--- config.mk ---
export PLATFORM = sky130hd
export DESIGN_NAME = uart_cmd_scheduler
export DESIGN_NICKNAME = d
export VERILOG_FILES = /design/src/rtl/uart_cmd_scheduler.sv
export SDC_FILE = /design/constraint.sdc
export NUM_CORES = 1
export LEC_CHECK = 0
export ABC_CLOCK_PERIOD_IN_PS = 2900
export CAP_MARGIN = 40
export CORE_MARGIN = 5
export CORE_UTILIZATION = 35
export CTS_BUF_LIST = sky130_fd_sc_hd__clkbuf_4 sky130_fd_sc_hd__clkbuf_8 sky130_fd_sc_hd__clkbuf_16
export CTS_CLUSTER_DIAMETER = 200
export DETAILED_ROUTE_END_ITERATION = 7
export PLACE_DENSITY = 0.66
export REMOVE_ABC_BUFFERS = 1
export SLEW_MARGIN = 15
export SYNTH_ARGS = -nofsm -noshare
export SYNTH_HDL_FRONTEND = slang
export SYNTH_SLANG_ARGS = --single-unit
export TNS_END_PERCENT = 10
--- constraint.sdc ---
create_clock -name clk -period 2.9 [get_ports clk]
set_clock_uncertainty 0.15 [all_clocks]
set_input_delay 0.58 -clock clk [delete_from_list [all_inputs] [get_ports clk]]
set_output_delay 0.58 -clock clk [all_outputs]
set_load 0.02 [all_outputs]
--- src/rtl/uart_cmd_scheduler.sv ---
// uart_cmd_scheduler: two-requester round-robin front end for a UART regfile link.
// Ports: clk, reset (async high); req/wrb/addr/data 0|1 in; done 0|1, rd_data, err out;
// tx_data/ld_tx_data/tx_busy to the transmitter; rx_data/rx_empty/uld_rx_data to the receiver.
// Build option: define PARITY_CHECK_EN to also reject replies whose bit 17 parity is wrong.
module uart_cmd_scheduler #(
  parameter int TIMEOUT_CYCLES = 4096
) (
  input  logic        clk,
  input  logic        reset,
  input  logic        req0,
  input  logic        req1,
  input  logic        wrb0,
  input  logic        wrb1,
  input  logic [7:0]  addr0,
  input  logic [7:0]  addr1,
  input  logic [7:0]  data0,
  input  logic [7:0]  data1,
  output logic        done0,
  output logic        done1,
  output logic [7:0]  rd_data,
  output logic        err,
  output logic [17:0] tx_data,
  output logic        ld_tx_data,
  input  logic        tx_busy,
  input  logic [17:0] rx_data,
  input  logic        rx_empty,
  output logic        uld_rx_data
);

  typedef enum logic [2:0] {
    IDLE,
    LOAD,
    WAIT_BUSY,
    WAIT_DONE,
    WAIT_RX,
    UNLOAD,
    CHECK,
    FINISH
  } state_t;

  localparam logic [15:0] TmoLast = 16'(TIMEOUT_CYCLES - 1);

  state_t      state_q, state_d;
  logic        gnt_q, gnt_d;
  logic        ptr_q, ptr_d;
  logic [17:0] pkt_q, pkt_d;
  logic [15:0] cnt_q, cnt_d;
  logic [17:0] rply_q, rply_d;
  logic [7:0]  rd_q, rd_d;
  logic        err_q, err_d;
  logic        sel;
  logic        bad;

  function automatic logic [17:0] mk_pkt(
    input logic       w,
    input logic [7:0] a,
    input logic [7:0] d
  );
    logic [16:0] b;
    b = {a, w ? 8'h00 : d, w};
    return {^b, b};
  endfunction

  // On a tie ptr_q names the favoured requester
  assign sel = (req0 && req1) ? ptr_q : req1;

`ifdef PARITY_CHECK_EN
  assign bad = (rply_q[16:9] != pkt_q[16:9]) || !rply_q[0]
            || (rply_q[17] != ^rply_q[16:0]);
`else
  logic unused_par;
  assign unused_par = rply_q[17];
  assign bad = (rply_q[16:9] != pkt_q[16:9]) || !rply_q[0];
`endif

  always_ff @(posedge clk or posedge reset) begin
    if (reset) begin
      state_q <= IDLE;
      gnt_q   <= 1'b0;
      ptr_q   <= 1'b0;
      pkt_q   <= '0;
      cnt_q   <= '0;
      rply_q  <= '0;
      rd_q    <= '0;
      err_q   <= 1'b0;
    end else begin
      state_q <= state_d;
      gnt_q   <= gnt_d;
      ptr_q   <= ptr_d;
      pkt_q   <= pkt_d;
      cnt_q   <= cnt_d;
      rply_q  <= rply_d;
      rd_q    <= rd_d;
      err_q   <= err_d;
    end
  end

  always_comb begin
    state_d     = state_q;
    gnt_d       = gnt_q;
    ptr_d       = ptr_q;
    pkt_d       = pkt_q;
    cnt_d       = cnt_q;
    rply_d      = rply_q;
    rd_d        = rd_q;
    err_d       = err_q;
    done0       = 1'b0;
    done1       = 1'b0;
    rd_data     = '0;
    err         = 1'b0;
    tx_data     = '0;
    ld_tx_data  = 1'b0;
    uld_rx_data = 1'b0;
    unique case (state_q)
      IDLE: begin
        // A stale reply is flushed before any new command is granted
        if (!rx_empty) begin
          uld_rx_data = !reset;
        end else if (req0 || req1) begin
          gnt_d   = sel;
          pkt_d   = sel ? mk_pkt(wrb1, addr1, data1)
                        : mk_pkt(wrb0, addr0, data0);
          state_d = LOAD;
        end
      end
      LOAD: begin
        tx_data    = pkt_q;
        ld_tx_data = 1'b1;
        state_d    = WAIT_BUSY;
      end
      WAIT_BUSY: begin
        if (tx_busy) state_d = WAIT_DONE;
      end
      WAIT_DONE: begin
        if (!tx_busy) begin
          if (pkt_q[0]) begin
            cnt_d   = '0;
            state_d = WAIT_RX;
          end else begin
            rd_d    = '0;
            err_d   = 1'b0;
            state_d = FINISH;
          end
        end
      end
      WAIT_RX: begin
        if (!rx_empty) begin
          state_d = UNLOAD;
        end else if (cnt_q == TmoLast) begin
          rd_d    = '0;
          err_d   = 1'b1;
          state_d = FINISH;
        end else begin
          cnt_d = cnt_q + 16'd1;
        end
      end
      UNLOAD: begin
        uld_rx_data = 1'b1;
        rply_d      = rx_data;
        state_d     = CHECK;
      end
      CHECK: begin
        err_d   = bad;
        rd_d    = bad ? 8'h00 : rply_q[8:1];
        state_d = FINISH;
      end
      FINISH: begin
        done0   = !gnt_q;
        done1   = gnt_q;
        rd_data = rd_q;
        err     = err_q;
        ptr_d   = !gnt_q;
        state_d = IDLE;
      end
    endcase
  end

endmodule

; ---- Word level (Yosys, flattened, before mapping)
; Index checks and enable logic that the tools add are counted.
; Widths: inputs -> output; s select.
[classes]
n_eq_ne = 19
reduce_logical = 15
addsub = 1
mux = 36
[op_table]
columns = operator, count
row1 = $mux 16, 4
row2 = $mux 8, 8
row3 = $mux 18, 2
row4 = $reduce_xor 17->1, 2
row5 = $pmux 16 s2, 1
row6 = $pmux 3 s8, 1
row7 = $pmux 8 s3, 1
row8 = $mux 3, 6
row9 = $ne 2x2->1 const B, 9
row10 = $add 16x1->16 const B, 1
row11 = $eq 16x12->1 const B, 1
row12 = $reduce_and 5->1, 3
row13 = $eq 3x3->1 const B, 4
row14 = $mux 1, 10
row15 = $ne 8x8->1, 1
row16 = $eq 3x2->1 const B, 2
row17 = $eq 3x1->1 const B, 1
row18 = $logic_not 1->1, 3
row19 = $logic_not 3->1, 1
row20 = $ne 3x3->1 const B, 1
row21 = $pmux 1 s3, 1
row22 = $reduce_and 3->1, 1
row23 = $reduce_bool 3->1, 1
row24 = $logic_or 1x1->1, 2
row25 = 4 further kinds, 4
[totals]
output_inout_bits = 31
word_cells = 79
regBits = 65

; ---- Logic depth before layout (Yosys ltp)
; Gate-level depths: netlist of the first run.
[logic_depth]
ltp_word = 4
mapped_depth = 7
ltp_nobuf = 7

; ---- Worst setup path after synthesis of the first run
; No wires, ideal clock.
[synth_timing]
kind = reg2out
from = register state_q[0]
to = output tx_data[10]
arrival_time_ns = 1.727
path_slack_ns = 0.443
path_stages_with_launch = 5
cell_sequence = dfrtp_1 > buf_2 > nor3b_1 > clkbuf_1 > and2_1
[synth_between]
elab_chain_len = 2
[synth_rtl]
columns = element, line_no
row1 = from (decl), 43  ; state_t state_q, state_d;
row2 = from (signal assigned), 87  ; state_q <= state_d;
row3 = $eq 3x1->1, 114  ; unique case (state_q)
row4 = $mux 18, 114
row5 = to (decl), 22  ; output logic [17:0] tx_data,
; No other way between the ends.

; ---- Worst setup path after layout of the first run
[layout_timing]
from = register state_q[1]
to = output tx_data[11]
; The elaborated chain is that of the path after synthesis.

==> run summary, run 1 <==
run status -> finished, final reports clean
Tmin final -> 2.76 ns
Max Freq -> 363 MHz
first-pass GRT wire length -> 14.6 mm
Post-DP Area -> 4610 sq um
Initial Util -> 0.359
period utilization -> 0.950
VDD IR max -> 0.000345 V
CTS buffer count -> 9
Non-Filler Instances -> 579
final instance area -> 4860 sq um
Seq/Total Area, Yosys -> 0.461
internal power -> 2.30 mW
crit path max fanout -> 19
vias in the first global route -> 3024
Worst Hold Launch -> pkt_q[4]
leakage power -> 2.12 nW
largest net degree at the start of global routing -> 41
Vias -> 2789
Synth area leader -> dfrtp_1
post-route antenna net violation count -> 0
Critical Path RT -> 2.17 ns
Most used DFF post-synth -> dfrtp_1
number of remaining DRC errors -> 0
commonest non-fill, non-tap cell in the layout -> clkdlybuf4s50_1
Arr. time, crit path -> 2.03 ns
wire per inst -> 14.8 um
Clock Sink Count -> 65
WHS -> 0.328 ns
Die Y -> 110 um
Diodes inserted -> 0
CTS tree -> built
Synth area leaders -> dfrtp_1, xnor2_1, mux2_2, and2_1, xor2_1
row count -> 36
Setup CP Type -> reg -> out
Reg power frac -> 0.407
placed cell count -> 563
root buffer cell -> clkbuf_8
Final setup viols -> 0
Area growth, synth to finish -> 37.6%
clk slew on worst S/H paths -> 0.08 ns
1st-pass router iterations -> 4
commonest non-fill, non-tap cells in the layout -> clkdlybuf4s50_1, dfrtp_1, nand2_1, xnor2_1, and2_1
clock network fraction of total power -> 0.255
worst r2r src -> cnt_q[15]
DR vias/cell -> 4.82
DP HPWL -> 6.44 mm
Max-Cap Viols -> 0
Slew HR -> 0.595
die area -> 12200 sq um
GRT Resource Usage Total -> 0.145
fin. max-slew vios -> 0
CORE AREA -> 9820 sq um
share of cells above drive strength 1 -> 0.141
Yosys warnings -> 0
number of synthesized flops with an enable pin -> 0
Overall Power -> 3.46 mW
CP Launch Type -> flop
Sw Share -> 0.336
FF+latch count, synth -> 65
Iteration-0 DRC Markers -> 109
Port Buffers -> 87
CP Capture Type -> output port
Psw -> 1.16 mW
H-tree depth -> 3
synth unique cells -> 44
placer's final routability congestion estimate -> 0.844
worst skew pair latency -> 0.35 ns
Combinational Power Share -> 0.339
Cell Area, Synth -> 3530 sq um
setup ws final -> 0.144 ns
worst slew pin tran -> 0.606 ns
DIE WIDTH -> 110 um
hold crit path type -> reg -> reg
Mapped Cells -> 348
worst slack, placed -> 0.146 ns
antenna violations before repair -> 0
ys async rst share -> 1.00
Synth top area share -> 0.461
hold violation total from the final report -> 0
Post-CTS Setup Inserts -> 0
pwr dens -> 712 nW/um^2
total wire length -> 8.59 mm
Avg Cell Area, Syn -> 10.1 sq um
crit path from -> state_q[1]
Longest Clk Path Bufs -> 2
Congestion Overflow GR -> 0
nets -> 500
io pins -> 89
cells by family (layout without fill, tap and decap cells):
group                      Yosys count  after routing  share of synthesized area
and+or+nand+nor                    131            131                      0.197
DFF                                 65             65                      0.461
AOI/OAI and AO/OA                   52             52                     0.0989
xor gates and xnor gates            49             49                      0.129
muxes                               28             28                     0.0865
buffers and inverters               22            120                     0.0241
adders and majority gates            1              1                    0.00354
worst paths after layout:
check                      cells past startpoint     endpoint  slack, ns
setup / recovery                               4  tx_data[11]       0.14
hold / removal                                 2     pkt_q[4]       0.33
setup reg to reg                               6    cnt_q[10]       0.65
hold reg to reg                                2     pkt_q[4]       0.33
max in group asynchronous                      3    pkt_q[15]       1.47
min in group asynchronous                      2     cnt_q[0]       0.50
power by group through the flow:
stage | clock, mW | combinational, mW | sequential [mW]
global route | 0.942 | 1.30 | 1.45
CTS | 0.905 | 1.19 | 1.41
detailed placement | 0 | 1.19 | 1.42
finish | 0.881 | 1.17 | 1.41
global placement | 0 | 1.16 | 1.41
floorplan | 0 | 0.775 | 1.36
Yosys cell counts (2+ instances only):
cell type   n
mux2i_1     8
a21oi_1     3
and3_1      3
nor2_1     26
xor2_1     16
nand4_1     4
nor3b_1     2
nor2_2      3
or2_2       2
a22oi_1     8
nor4_1      4
and2_1     29
nand2_1    33
buf_2       2
xnor2_1    31
nand3_1    10
mux2_2     20
xnor3_1     2
nor2b_1     4
o21ai_0    24
nor3_2      2
dfrtp_1    65
a22o_1      8
nand2b_1    2
inv_1       7
clkbuf_1   12
per-layer routing:
layer | vias up | GRT usage | share of wire
met4 | 0 | 0.0542 | 0.011
met2 | 81 | 0.225 | 0.47
li1 | 1370 | - | -
met5 | - | 0 | 0
met1 | 1332 | 0.188 | 0.44
met3 | 6 | 0.0481 | 0.079
sequential cells by signal (all words and copies together), names as in the netlist:
signal	cells
pkt_q	18
rply_q	17
cnt_q	16
rd_q	8
state_q	3
err_q	1
gnt_q	1
ptr_q	1
what timing repair did:
item,in CTS,in global routing
hold buffers,0,0
gates cloned,0,0
endpoints found under the setup margin,3,24
resized for setup,2,6
worst max-delay path, stage by stage (launching register included):
cell and delay (ns):
dfrtp_2 0.48, nor3b_2 0.22, buf_6 0.20, and2_1 0.17, clkdlybuf4s50_1 0.61
layout make-up:
class / instances / area [sq um]
Tap cell: 133 / 166
Multi-Input combinational cell: 261 / 1820
Clock buffer: 9 / 124
Inverter: 7 / 26.3
Clock inverter: 7 / 103
Sequential cell: 65 / 1630
Timing Repair Buffer: 97 / 985
Fill cell: 950 / 4960
through the flow:
step / setup TNS, ns / util
finish: 0 / 0.495
global route: -0.0000699 / 0.495
CTS: 0 / 0.493
detailed placement: 0 / 0.470
global placement: 0 / 0.470
floorplan: 0 / -
Power figures use the tool's default switching activity.
==> inputs of run 2 (changes only) <==
--- a/config.mk
+++ b/config.mk
@@ -9,7 +9,7 @@
 export CAP_MARGIN = 40
 export CORE_MARGIN = 5
 export CORE_UTILIZATION = 35
-export CTS_BUF_LIST = sky130_fd_sc_hd__clkbuf_4 sky130_fd_sc_hd__clkbuf_8 sky130_fd_sc_hd__clkbuf_16
+export CTS_BUF_LIST = sky130_fd_sc_hd__clkbuf_16
 export CTS_CLUSTER_DIAMETER = 200
 export DETAILED_ROUTE_END_ITERATION = 7
 export PLACE_DENSITY = 0.66
==> run 2 against run 1 <==
Cell count unchanged; critical path depth is 1 higher; via count is 0.14% higher; sequential cell count is the same; register-to-register slack better by 0.03 ns; highest routed layer unchanged.
==> run summary, run 2 (same netlist as run 1, synthesis figures left out) <==
CORE AREA -> 9820 sq um
1st-pass router iterations -> 4
VDD IR max -> 0.000417 V
Vias -> 2793
Congestion Overflow GR -> 0
Final setup viols -> 0
placer's final routability congestion estimate -> 0.844
Diodes inserted -> 0
io pins -> 89
Tmin final -> 2.77 ns
area occupied by multi-input gates -> 1820 sq um
leakage power -> 2.13 nW
nets -> 500
worst skew pair latency -> 0.33 ns
number of remaining DRC errors -> 0
DIE WIDTH -> 110 um
post-route antenna net violation count -> 0
wire per inst -> 14.9 um
FF/Latch Area -> 1630 sq um
worst slew pin tran -> 0.610 ns
die area -> 12200 sq um
period utilization -> 0.954
largest net degree at the start of global routing -> 41
Critical Path RT -> 2.17 ns
Hold Buf Count CTS -> 0
clk slew on worst S/H paths -> 0.06 ns
# fillers -> 936
Port Buffers -> 87
WHS -> 0.324 ns
GRT Resource Usage Total -> 0.145
hold violation total from the final report -> 0
fin. max-slew vios -> 0
Setup CP Type -> in -> out
setup TNS -> 0 ns
Iteration-0 DRC Markers -> 95
Arr. time, crit path -> 2.04 ns
RSZ-0062 raised after global routing -> false
Longest Clk Path Bufs -> 2
pwr dens -> 760 nW/um^2
run status -> finished, final reports clean
root buffer cell -> clkbuf_16
commonest non-fill, non-tap cell in the layout -> clkdlybuf4s50_1
antenna violations before repair -> 0
total wire length -> 8.60 mm
CP Capture Type -> output port
commonest non-fill, non-tap cells in the layout -> clkdlybuf4s50_1, dfrtp_1, nand2_1, xnor2_1, and2_1
biggest regs -> pkt_q x18, rply_q x17, cnt_q x16
Area growth, synth to finish -> 40.2%
Util after Layout -> 0.504
Post-CTS Setup Inserts -> 0
crit path max fanout -> 2
CTS tree -> built
Max Freq -> 362 MHz
share of cells above drive strength 1 -> 0.141
Max-Cap Viols -> 0
hold crit path type -> reg -> reg
row count -> 36
CTS buffer count -> 9
CP Launch Type -> input port
first-pass GRT wire length -> 14.7 mm
DP HPWL -> 6.44 mm
H-tree depth -> 3
vias in the first global route -> 3016
Die Y -> 110 um
Clock Sink Count -> 65
Reg with most FFs -> pkt_q
DR vias/cell -> 4.82
Slew HR -> 0.593
Initial Util -> 0.359
Largest register FFs -> 18
-- run 2: final cells by class --
type                            instances  area share
Clock inverter                          7      0.0207
Clock buffer                            9      0.0455
Tap cell                              133      0.0336
Inverter                                7     0.00531
Multi-Input combinational cell        261       0.368
Timing Repair Buffer                   97       0.197
Sequential cell                        65       0.329
-- run 2: through the flow --
step	power (mW)	cells	worst slack [ns]	cell area (sq um)
2_1_floorplan	2.14	333	0.116	3470
3_3_place_gp	2.57	563	0.155	4610
3_5_place_dp	2.61	563	0.146	4610
4_1_cts	3.81	579	0.0518	4940
5_1_grt	4.00	579	0.00625	4950
6_report	3.76	579	0.134	4950
-- run 2: path summary, 6_finish.rpt --
check	startpoint	to	slack (ns)	depth (start not counted)
setup reg to reg	cnt_q[15]	cnt_q[10]	0.68	6
hold reg to reg	pkt_q[4]	pkt_q[4]	0.32	2
min in group asynchronous	reset	cnt_q[1]	0.53	2
max in group asynchronous	reset	pkt_q[15]	1.44	3
hold / removal	pkt_q[4]	pkt_q[4]	0.32	2
setup / recovery	reset	uld_rx_data	0.13	5
-- run 2: repair_timing --
| action | in CTS | in global routing |
|---|---|---|
| gates resized for setup | 2 | 3 |
| endpoints found under the hold margin | 0 | 0 |
| setup endpoints to repair | 2 | 9 |
-- run 2: routing by layer --
layer	global-route usage	up-vias	wire length, um	part of all wire
met5	0	-	0	0
met4	0.0517	0	114	0.013
met3	0.0470	8	650	0.076
met2	0.227	84	3970	0.46
met1	0.189	1328	3870	0.45
li1	-	1373	-	-
-- run 2: critical path, cell delays in order --
cell,delay [ns]
clkdlybuf4s50_1,0.43
nor4_1,0.24
a21oi_1,0.07
nor2_1,0.10
clkdlybuf4s50_1,0.62
-- run 2: power by group --
part           total, mW  internal (mW)  switching (mW)
registers           1.41           1.18           0.226
logic               1.17          0.618           0.550
clock network       1.19          0.762           0.423
total               3.76           2.56            1.20
==> inputs of run 3 (changes only) <==
--- a/config.mk
+++ b/config.mk
@@ -10,7 +10,7 @@
 export CORE_MARGIN = 5
 export CORE_UTILIZATION = 35
 export CTS_BUF_LIST = sky130_fd_sc_hd__clkbuf_16
-export CTS_CLUSTER_DIAMETER = 200
+export CTS_CLUSTER_DIAMETER = 60
 export DETAILED_ROUTE_END_ITERATION = 7
 export PLACE_DENSITY = 0.66
 export REMOVE_ABC_BUFFERS = 1
==> results of run 3 <==
No change in the layout: final DEF, timing and power equal those of run 2.
